===== src/rtl/red_pitaya_xadc_drp_arb.sv =====
// XADC DRP arbiter: shares one DRP port between EOC auto-readout and
// software accesses, alternating grants, with a DRDY watchdog.
module red_pitaya_xadc_drp_arb #(
  parameter int TIMEOUT = 64,
  parameter int TW      = 7
) (
  input  logic        clk_i,
  input  logic        rst_i,
  input  logic        eoc_i,
  input  logic [4:0]  channel_i,
  input  logic        sw_req_i,
  input  logic        sw_we_i,
  input  logic [6:0]  sw_addr_i,
  input  logic [15:0] sw_wdata_i,
  output logic        sw_ack_o,
  output logic        sw_err_o,
  output logic [15:0] sw_rdata_o,
  output logic        smp_valid_o,
  output logic [4:0]  smp_chan_o,
  output logic [11:0] smp_data_o,
  output logic        overrun_o,
  input  logic        ovr_clr_i,
  output logic        drp_den_o,
  output logic        drp_dwe_o,
  output logic [6:0]  drp_daddr_o,
  output logic [15:0] drp_di_o,
  input  logic [15:0] drp_do_i,
  input  logic        drp_drdy_i
);

  typedef enum logic [1:0] {
    S_IDLE, S_ISSUE, S_WAIT, S_DONE
  } state_t;

  state_t r_state, w_next;

  logic        r_eoc_pend, r_sw_pend;
  logic [4:0]  r_eoc_chan;
  logic        r_sw_we;
  logic [6:0]  r_sw_addr;
  logic [15:0] r_sw_wdata;
  logic        r_last_sw, r_gnt_sw, r_gnt_we;
  logic [TW-1:0] r_wd;

  logic        r_ack, r_err, r_smp_valid, r_ovr;
  logic [15:0] r_rdata;
  logic [4:0]  r_smp_chan;
  logic [11:0] r_smp_data;
  logic        r_den, r_dwe;
  logic [6:0]  r_daddr;
  logic [15:0] r_di;

  logic w_gnt, w_gnt_sw, w_gnt_eoc;
  logic w_drdy, w_tmo, w_sw_busy, w_sw_rej, w_ovr_set;

  always_comb begin
    w_gnt    = 1'b0;
    w_gnt_sw = 1'b0;
    if (r_state == S_IDLE && (r_eoc_pend || r_sw_pend)) begin
      w_gnt = 1'b1;
      // both pending: hand the port to whoever did not have it last
      if (r_eoc_pend && r_sw_pend) w_gnt_sw = !r_last_sw;
      else                         w_gnt_sw = r_sw_pend;
    end
  end

  assign w_gnt_eoc = w_gnt && !w_gnt_sw;
  assign w_drdy    = (r_state == S_WAIT) && drp_drdy_i;
  assign w_tmo     = (r_state == S_WAIT) && !drp_drdy_i
                     && (r_wd == TW'(TIMEOUT - 1));
  assign w_sw_busy = r_gnt_sw && (r_state != S_IDLE);
  assign w_sw_rej  = sw_req_i && (r_sw_pend || w_sw_busy);
  assign w_ovr_set = (eoc_i && r_eoc_pend && !w_gnt_eoc)
                     || (w_tmo && !r_gnt_sw);

  always_comb begin
    w_next = r_state;
    unique case (r_state)
      S_IDLE:  if (w_gnt) w_next = S_ISSUE;
      S_ISSUE: w_next = S_WAIT;
      S_WAIT: begin
        if (w_drdy)     w_next = S_DONE;
        else if (w_tmo) w_next = S_IDLE;
      end
      S_DONE:  w_next = S_IDLE;
      default: w_next = S_IDLE;
    endcase
  end

  always_ff @(posedge clk_i or posedge rst_i) begin
    if (rst_i) begin
      r_state     <= S_IDLE;
      r_eoc_pend  <= 1'b0;
      r_sw_pend   <= 1'b0;
      r_eoc_chan  <= '0;
      r_sw_we     <= 1'b0;
      r_sw_addr   <= '0;
      r_sw_wdata  <= '0;
      r_last_sw   <= 1'b1;
      r_gnt_sw    <= 1'b0;
      r_gnt_we    <= 1'b0;
      r_wd        <= '0;
      r_ack       <= 1'b0;
      r_err       <= 1'b0;
      r_rdata     <= '0;
      r_smp_valid <= 1'b0;
      r_smp_chan  <= '0;
      r_smp_data  <= '0;
      r_ovr       <= 1'b0;
      r_den       <= 1'b0;
      r_dwe       <= 1'b0;
      r_daddr     <= '0;
      r_di        <= '0;
    end else begin
      r_state     <= w_next;
      r_ack       <= 1'b0;
      r_err       <= w_sw_rej;
      r_smp_valid <= 1'b0;
      r_den       <= 1'b0;
      r_dwe       <= 1'b0;

      if (w_gnt_eoc) r_eoc_pend <= 1'b0;
      if (eoc_i) begin
        r_eoc_pend <= 1'b1;
        r_eoc_chan <= channel_i;
      end
      if (w_ovr_set)      r_ovr <= 1'b1;
      else if (ovr_clr_i) r_ovr <= 1'b0;

      if (w_gnt && w_gnt_sw) r_sw_pend <= 1'b0;
      if (sw_req_i && !w_sw_rej) begin
        r_sw_pend  <= 1'b1;
        r_sw_we    <= sw_we_i;
        r_sw_addr  <= sw_addr_i;
        r_sw_wdata <= sw_wdata_i;
      end

      if (w_gnt) begin
        r_gnt_sw  <= w_gnt_sw;
        r_last_sw <= w_gnt_sw;
        r_gnt_we  <= w_gnt_sw && r_sw_we;
        r_den     <= 1'b1;
        r_dwe     <= w_gnt_sw && r_sw_we;
        r_daddr   <= w_gnt_sw ? r_sw_addr : {2'b00, r_eoc_chan};
        r_di      <= w_gnt_sw ? r_sw_wdata : 16'h0000;
      end

      if (r_state == S_ISSUE)     r_wd <= '0;
      else if (r_state == S_WAIT) r_wd <= r_wd + TW'(1);

      if (w_drdy) begin
        if (r_gnt_sw) begin
          r_ack   <= 1'b1;
          r_rdata <= r_gnt_we ? 16'h0000 : drp_do_i;
        end else begin
          r_smp_valid <= 1'b1;
          r_smp_chan  <= r_daddr[4:0];
          r_smp_data  <= drp_do_i[15:4];
        end
      end
      if (w_tmo && r_gnt_sw) begin
        r_ack   <= 1'b1;
        r_err   <= 1'b1;
        r_rdata <= 16'h0000;
      end
    end
  end

  assign sw_ack_o    = r_ack;
  assign sw_err_o    = r_err;
  assign sw_rdata_o  = r_rdata;
  assign smp_valid_o = r_smp_valid;
  assign smp_chan_o  = r_smp_chan;
  assign smp_data_o  = r_smp_data;
  assign overrun_o   = r_ovr;
  assign drp_den_o   = r_den;
  assign drp_dwe_o   = r_dwe;
  assign drp_daddr_o = r_daddr;
  assign drp_di_o    = r_di;

endmodule

===== config.mk =====
export PLATFORM = sky130hd
export DESIGN_NAME = red_pitaya_xadc_drp_arb
export DESIGN_NICKNAME = d
export VERILOG_FILES = /design/src/rtl/red_pitaya_xadc_drp_arb.sv
export SDC_FILE = /design/constraint.sdc
export NUM_CORES = 1
export LEC_CHECK = 0
export ABC_CLOCK_PERIOD_IN_PS = 3900
export CAP_MARGIN = 20
export CELL_PAD_IN_SITES_DETAIL_PLACEMENT = 0
export CELL_PAD_IN_SITES_GLOBAL_PLACEMENT = 1
export CORE_ASPECT_RATIO = 0.9
export CORE_UTILIZATION = 38
export DETAILED_ROUTE_END_ITERATION = 7
export PLACE_DENSITY_LB_ADDON = 0.1
export SLEW_MARGIN = 15
export SYNTH_ARGS = -nofsm -noshare
export SYNTH_HDL_FRONTEND = slang
export SYNTH_SLANG_ARGS = --single-unit
export TNS_END_PERCENT = 20

===== constraint.sdc =====
create_clock -name clk_i -period 3.9 [get_ports clk_i]
set_input_delay 0.78 -clock clk_i [delete_from_list [all_inputs] [get_ports clk_i]]
set_output_delay 0.78 -clock clk_i [all_outputs]
set_load 0.02 [all_outputs]

Yosys cells after proc, flatten, opt, wreduce, memory -nomap -nowiden
Cells that the tools add are included.
{"block": "word_totals", "reg_bits": 105, "inputBits": 51, "out_inout_bits": 62, "elab_cells": 94}
{"block": "op_classes", "n_addsub": 1, "n_eq_ne": 6, "muxes": 29, "bitwise": 1, "reduce_logical": 35}
{"op": "16-bit 2-to-1 mux", "count": 5}
{"op": "7-bit 2-to-1 mux", "count": 3}
{"op": "1-bit 2-to-1 mux", "count": 17}
{"op": "1-bit logical AND", "count": 15}
{"op": "2-bit nonzero test", "count": 7}
{"op": "2-bit one-hot mux with 4 select lines", "count": 1}
{"op": "7-bit by 1-bit adder with 7-bit output (second input constant)", "count": 1}
{"op": "7-bit by 6-bit equality test with 1-bit output (second input constant)", "count": 1}
{"op": "1-bit zero test", "count": 6}
{"op": "2-bit 2-to-1 mux", "count": 3}
{"op": "2-bit AND reduction", "count": 3}
{"op": "2-bit equality test (second input constant)", "count": 2}
{"op": "1-bit logical OR", "count": 3}
{"op": "3-bit != test (second input constant)", "count": 1}
{"op": "2-bit by 1-bit equality test with 1-bit output (second input constant)", "count": 1}
{"op": "2-bit zero test", "count": 1}
{"op": "2-bit != test (second input constant)", "count": 1}
{"op": "1-bit inverter", "count": 1}

Longest topological paths before layout
{"block": "logic_depth", "depth_word": 9, "ltp_mapped": 6, "mapped_depth_nobuf": 6}

Least setup slack after synthesis
OpenSTA, ideal clock, no wires.
{"block": "synth_path", "path_kind": "input to register", "from": "in drp_drdy_i", "to": "reg r_smp_data[0], in the netlist smp_data_o[0]", "setup_time_ps": 125, "arrival_ps": 1661, "t_required_ps": 3775, "setup_slack_ps": 2114, "cell_stages": 4, "path_cell_list": "buf_2 > nand3_2 > buf_2 > mux2_2"}
{"block": "synth_between", "elab_chain_len": 2}
{"item": "from (decl)", "line": "28", "source": "input logic drp_drdy_i"}
{"item": "1-bit logical AND", "line": "68", "source": "assign w_drdy = (r_state == S_WAIT) && drp_drdy_i;"}
{"item": "2-bit AND reduction (no line)"}
{"item": "to (signal assigned)", "line": "158", "source": "r_smp_data <= drp_do_i[15:4];"}
{"item": "to (decl)", "line": "48", "source": "logic [11:0] r_smp_data;"}
Every way passes these cells.
A chain may end at the register's enable or synchronous reset.

Worst setup path after layout
{"block": "layout_path", "from": "reg r_daddr[1], in the netlist drp_daddr_o[1]", "to": "out drp_daddr_o[1]"}
{"item": "from (decl)", "line": "50", "source": "logic [6:0] r_daddr;"}
{"item": "from (signal assigned)", "line": "144", "source": "r_daddr <= w_gnt_sw ? r_sw_addr : {2'b00, r_eoc_chan};"}
{"item": "to (decl)", "line": "25", "source": "output logic [6:0] drp_daddr_o,"}
No word-level cell between the ends.

==> flow_summary.json <==
{
  "firstDrtPassIters": 6,
  "hold_viol_final": 0,
  "r2r_start": "r_state[0]",
  "max-cap-violations": 0,
  "core_um2": 10400,
  "powerDensity_nw_per_um2": 820,
  "crit_type": "register to primary output",
  "synthArstFlopShare_pct": 100,
  "drt_iter0_markers": 85,
  "hpwl_um": 5670,
  "arrival_ns": 1.36,
  "status": "finished with violations",
  "clk_latency_ns": 0.34,
  "cts.clk_slew.worst_paths_ns": 0.07,
  "grt_pass1_wl_um": 14300,
  "ios": 113,
  "worst_pin_slew_ns": 0.554,
  "avgRoutedWirePerCell_um": 16.1,
  "yosysTopAreaCell": "dfrtp_1",
  "ir_drop_mv": 0.385,
  "num_rows": 35,
  "die_w_um": 112,
  "layout-drive-gt1-share_pct": 19.7,
  "clk_root_buffer_cell": "clkbuf_16",
  "slew_headroom_pct": 62.9,
  "setup-tns-final_ns": 0,
  "holdPathStages": 1,
  "p_leak_nw": 2.49,
  "crit_chain": "clkdlybuf4s50_1",
  "io_buffers": 112,
  "grt_pass1_vias": 2737,
  "area_growth_pct": 38.1,
  "clock-sinks": 105,
  "cpPeakStageDelay_ns": 0.62,
  "cts_hold_buf": 0,
  "gp_congestion": 0.666,
  "ys_seq_area_share_pct": 64.0,
  "grt_usage_pct": 16.7,
  "hold_start": "r_eoc_chan[4]",
  "drc": 8,
  "synthTopCellsByArea": "dfrtp_1 (63%), mux2_2 (13%), a22o_1 (8.3%)",
  "synthFlopType": "dfrtp_1",
  "tritoncts": "built",
  "crit_family": "buffers and inverters",
  "routed-wl-met3_um": 660,
  "rrSetupSlack_ns": 1.96,
  "ys_ff_latch": 105,
  "period_needed_ns": 2.14,
  "setup_viol": 0,
  "clk_path_buf_depth": 2,
  "crit_slowest_cell": "clkdlybuf4s50_1",
  "routed_via_density": 5.07,
  "synth_nets": 339,
  "syn_inst": 284,
  "clock_skew_ns": 0.00869,
  "yosysTopAreaCellShare_pct": 63.3,
  "ctsHtreeMaxLevel": 3,
  "fin_ws_ns": 1.76,
  "start_util_pct": 39.6,
  "whs_endpoint": "drp_daddr_o[4]",
  "worst-path-max-fanout": 3,
  "period_share_pct": 54.9,
  "setup.worst_path.end_class": "primary output",
  "synth_edf_count": 0,
  "antenna_found_initial": 0,
  "cts_setup_buffers": 0,
  "wl_met1_um": 3850,
  "drv_slew": 0,
  "reg2reg_depth": 6,
  "diodes": 0,
  "met2WireLength_um": 3970,
  "synth_area_um2": 4110,
  "cp.depth": 1,
  "antenna_left": 0,
  "die_area_um2": 11200,
  "yosys_warnings": 0,
  "grt_max_degree": 84,
  "max_freq_mhz": 467,
  "startpoint_type": "register",
  "die_h_um": 101,
  "cts_made_buffers": 9,
  "cts-resized-gates": 0,
  "worstPathRequired_ns": 3.12,
  "wirelength_um": 8600,
  "avgSynthCellArea_um2": 14.5,
  "rsz0062_at_grt": "false",
  "violations": "DRC",
  "pre_cts_ws_ns": 1.47,
  "yosysUniqueCellTypes": 42,
  "overflow": 0,
  "cp_num_buf_inv": 1,
  "vias": 2710,
  "highest_layer": "met4",
  "hold_path_class": "register to register",
  "layout.nets": 456,
  "r2r_end": "r_sw_wdata[2]"
}
-- where the power goes --
part	leakage, nW	internal [mW]	switching, mW
Clock	0.138	0.470	0.401
Combinational	1.05	1.03	0.918
Sequential	1.30	1.55	0.278
Total	2.49	3.05	1.60
-- sequential cells by signal, indices dropped and copies added (netlist names), 2 cells and up --
register,cells
drp_di_o,16
r_sw_wdata,16
sw_rdata_o,16
smp_data_o,12
drp_daddr_o,7
r_sw_addr,7
r_wd,7
r_eoc_chan,5
smp_chan_o,5
r_state,2
-- cells in the mapped netlist, types with 2 or more instances --
master / number
o21ai_0: 5
nand3_1: 2
nor2_2: 2
a21o_1: 8
inv_1: 14
mux2_2: 46
a21oi_1: 3
ha_1: 4
and2_1: 3
o21bai_1: 2
nand2b_1: 2
o31a_1: 2
dfrtp_1: 104
nor2_1: 4
buf_6: 3
buf_2: 6
nand4_1: 2
nand2_1: 5
clkbuf_1: 3
a22o_1: 39
o21a_1: 2
o22ai_1: 3
-- metal layers --
layer,vias up,track usage [%]
li1,1265,-
met1,1355,21.2
met2,83,26.3
met3,7,6.43
met4,0,6.24
met5,-,0
-- kinds of logic (layout without fill, tap and decap cells) --
| group | after synthesis | after routing | synth area share [%] |
|---|---|---|---|
| adders and majority gates | 4 | 4 | 1.22 |
| buffers and inverters | 28 | 150 | 3.32 |
| xor gates and xnor gates | 2 | 2 | 0.426 |
| AOI/OAI and AO/OA | 70 | 70 | 13.9 |
| DFF | 105 | 105 | 64.0 |
| and+or+nand+nor | 27 | 27 | 4.08 |
| muxes | 48 | 48 | 13.1 |
-- cells in the final DEF, fill, tap and decap left out, types with 2 or more instances in the layout --
master           instances
clkdlybuf4s50_1        112
dfrtp_1                104
mux2_2                  46
a22o_1                  39
inv_1                   13
clkbuf_16                9
a21o_1                   8
buf_4                    6
nand2_1                  5
o21ai_0                  5
nor2_1                   4
ha_1                     4
and2_1                   3
o22ai_1                  3
a21oi_1                  3
nor2_2                   2
o21bai_1                 2
o21a_1                   2
nand2b_1                 2
nand4_1                  2
o31a_1                   2
nand3_1                  2
clkinvlp_4               2
clkbuf_8                 2
-- metrics by stage --
step	util [%]	total power, mW	instances	cell area, um2	hold slack (ns)
after CTS	54.5	4.71	534	5650	0.481
after floorplan	-	3.02	284	4110	0.445
after detailed placement	51.7	3.83	518	5360	0.464
final	54.7	4.65	535	5670	0.473
after global routing	54.7	4.96	535	5670	0.487
after global placement	51.7	3.78	518	5360	0.451
-- how the worst max path moves through the flow --
stage / start / end / slack (ns)
after floorplan: rst_i / drp_daddr_o[0] / 0.36
after global placement: drp_drdy_i / smp_data_o[9] / 1.50
after detailed placement: drp_drdy_i / smp_data_o[10] / 1.47
after CTS: drp_daddr_o[1] / drp_daddr_o[1] / 1.71
after global routing: drp_daddr_o[1] / drp_daddr_o[1] / 1.69
final: drp_daddr_o[1] / drp_daddr_o[1] / 1.76
-- layout make-up --
class / count / area (um2)
clock inverters: 5 / 37.5
flip-flops and latches: 105 / 2630
clock buffers: 11 / 253
repair buffers: 119 / 1190
fillers: 886 / 4710
multi-input cells: 151 / 1350
well taps: 129 / 161
inverters: 15 / 58.8
Note: power is estimated with default switching activity, not from simulation.
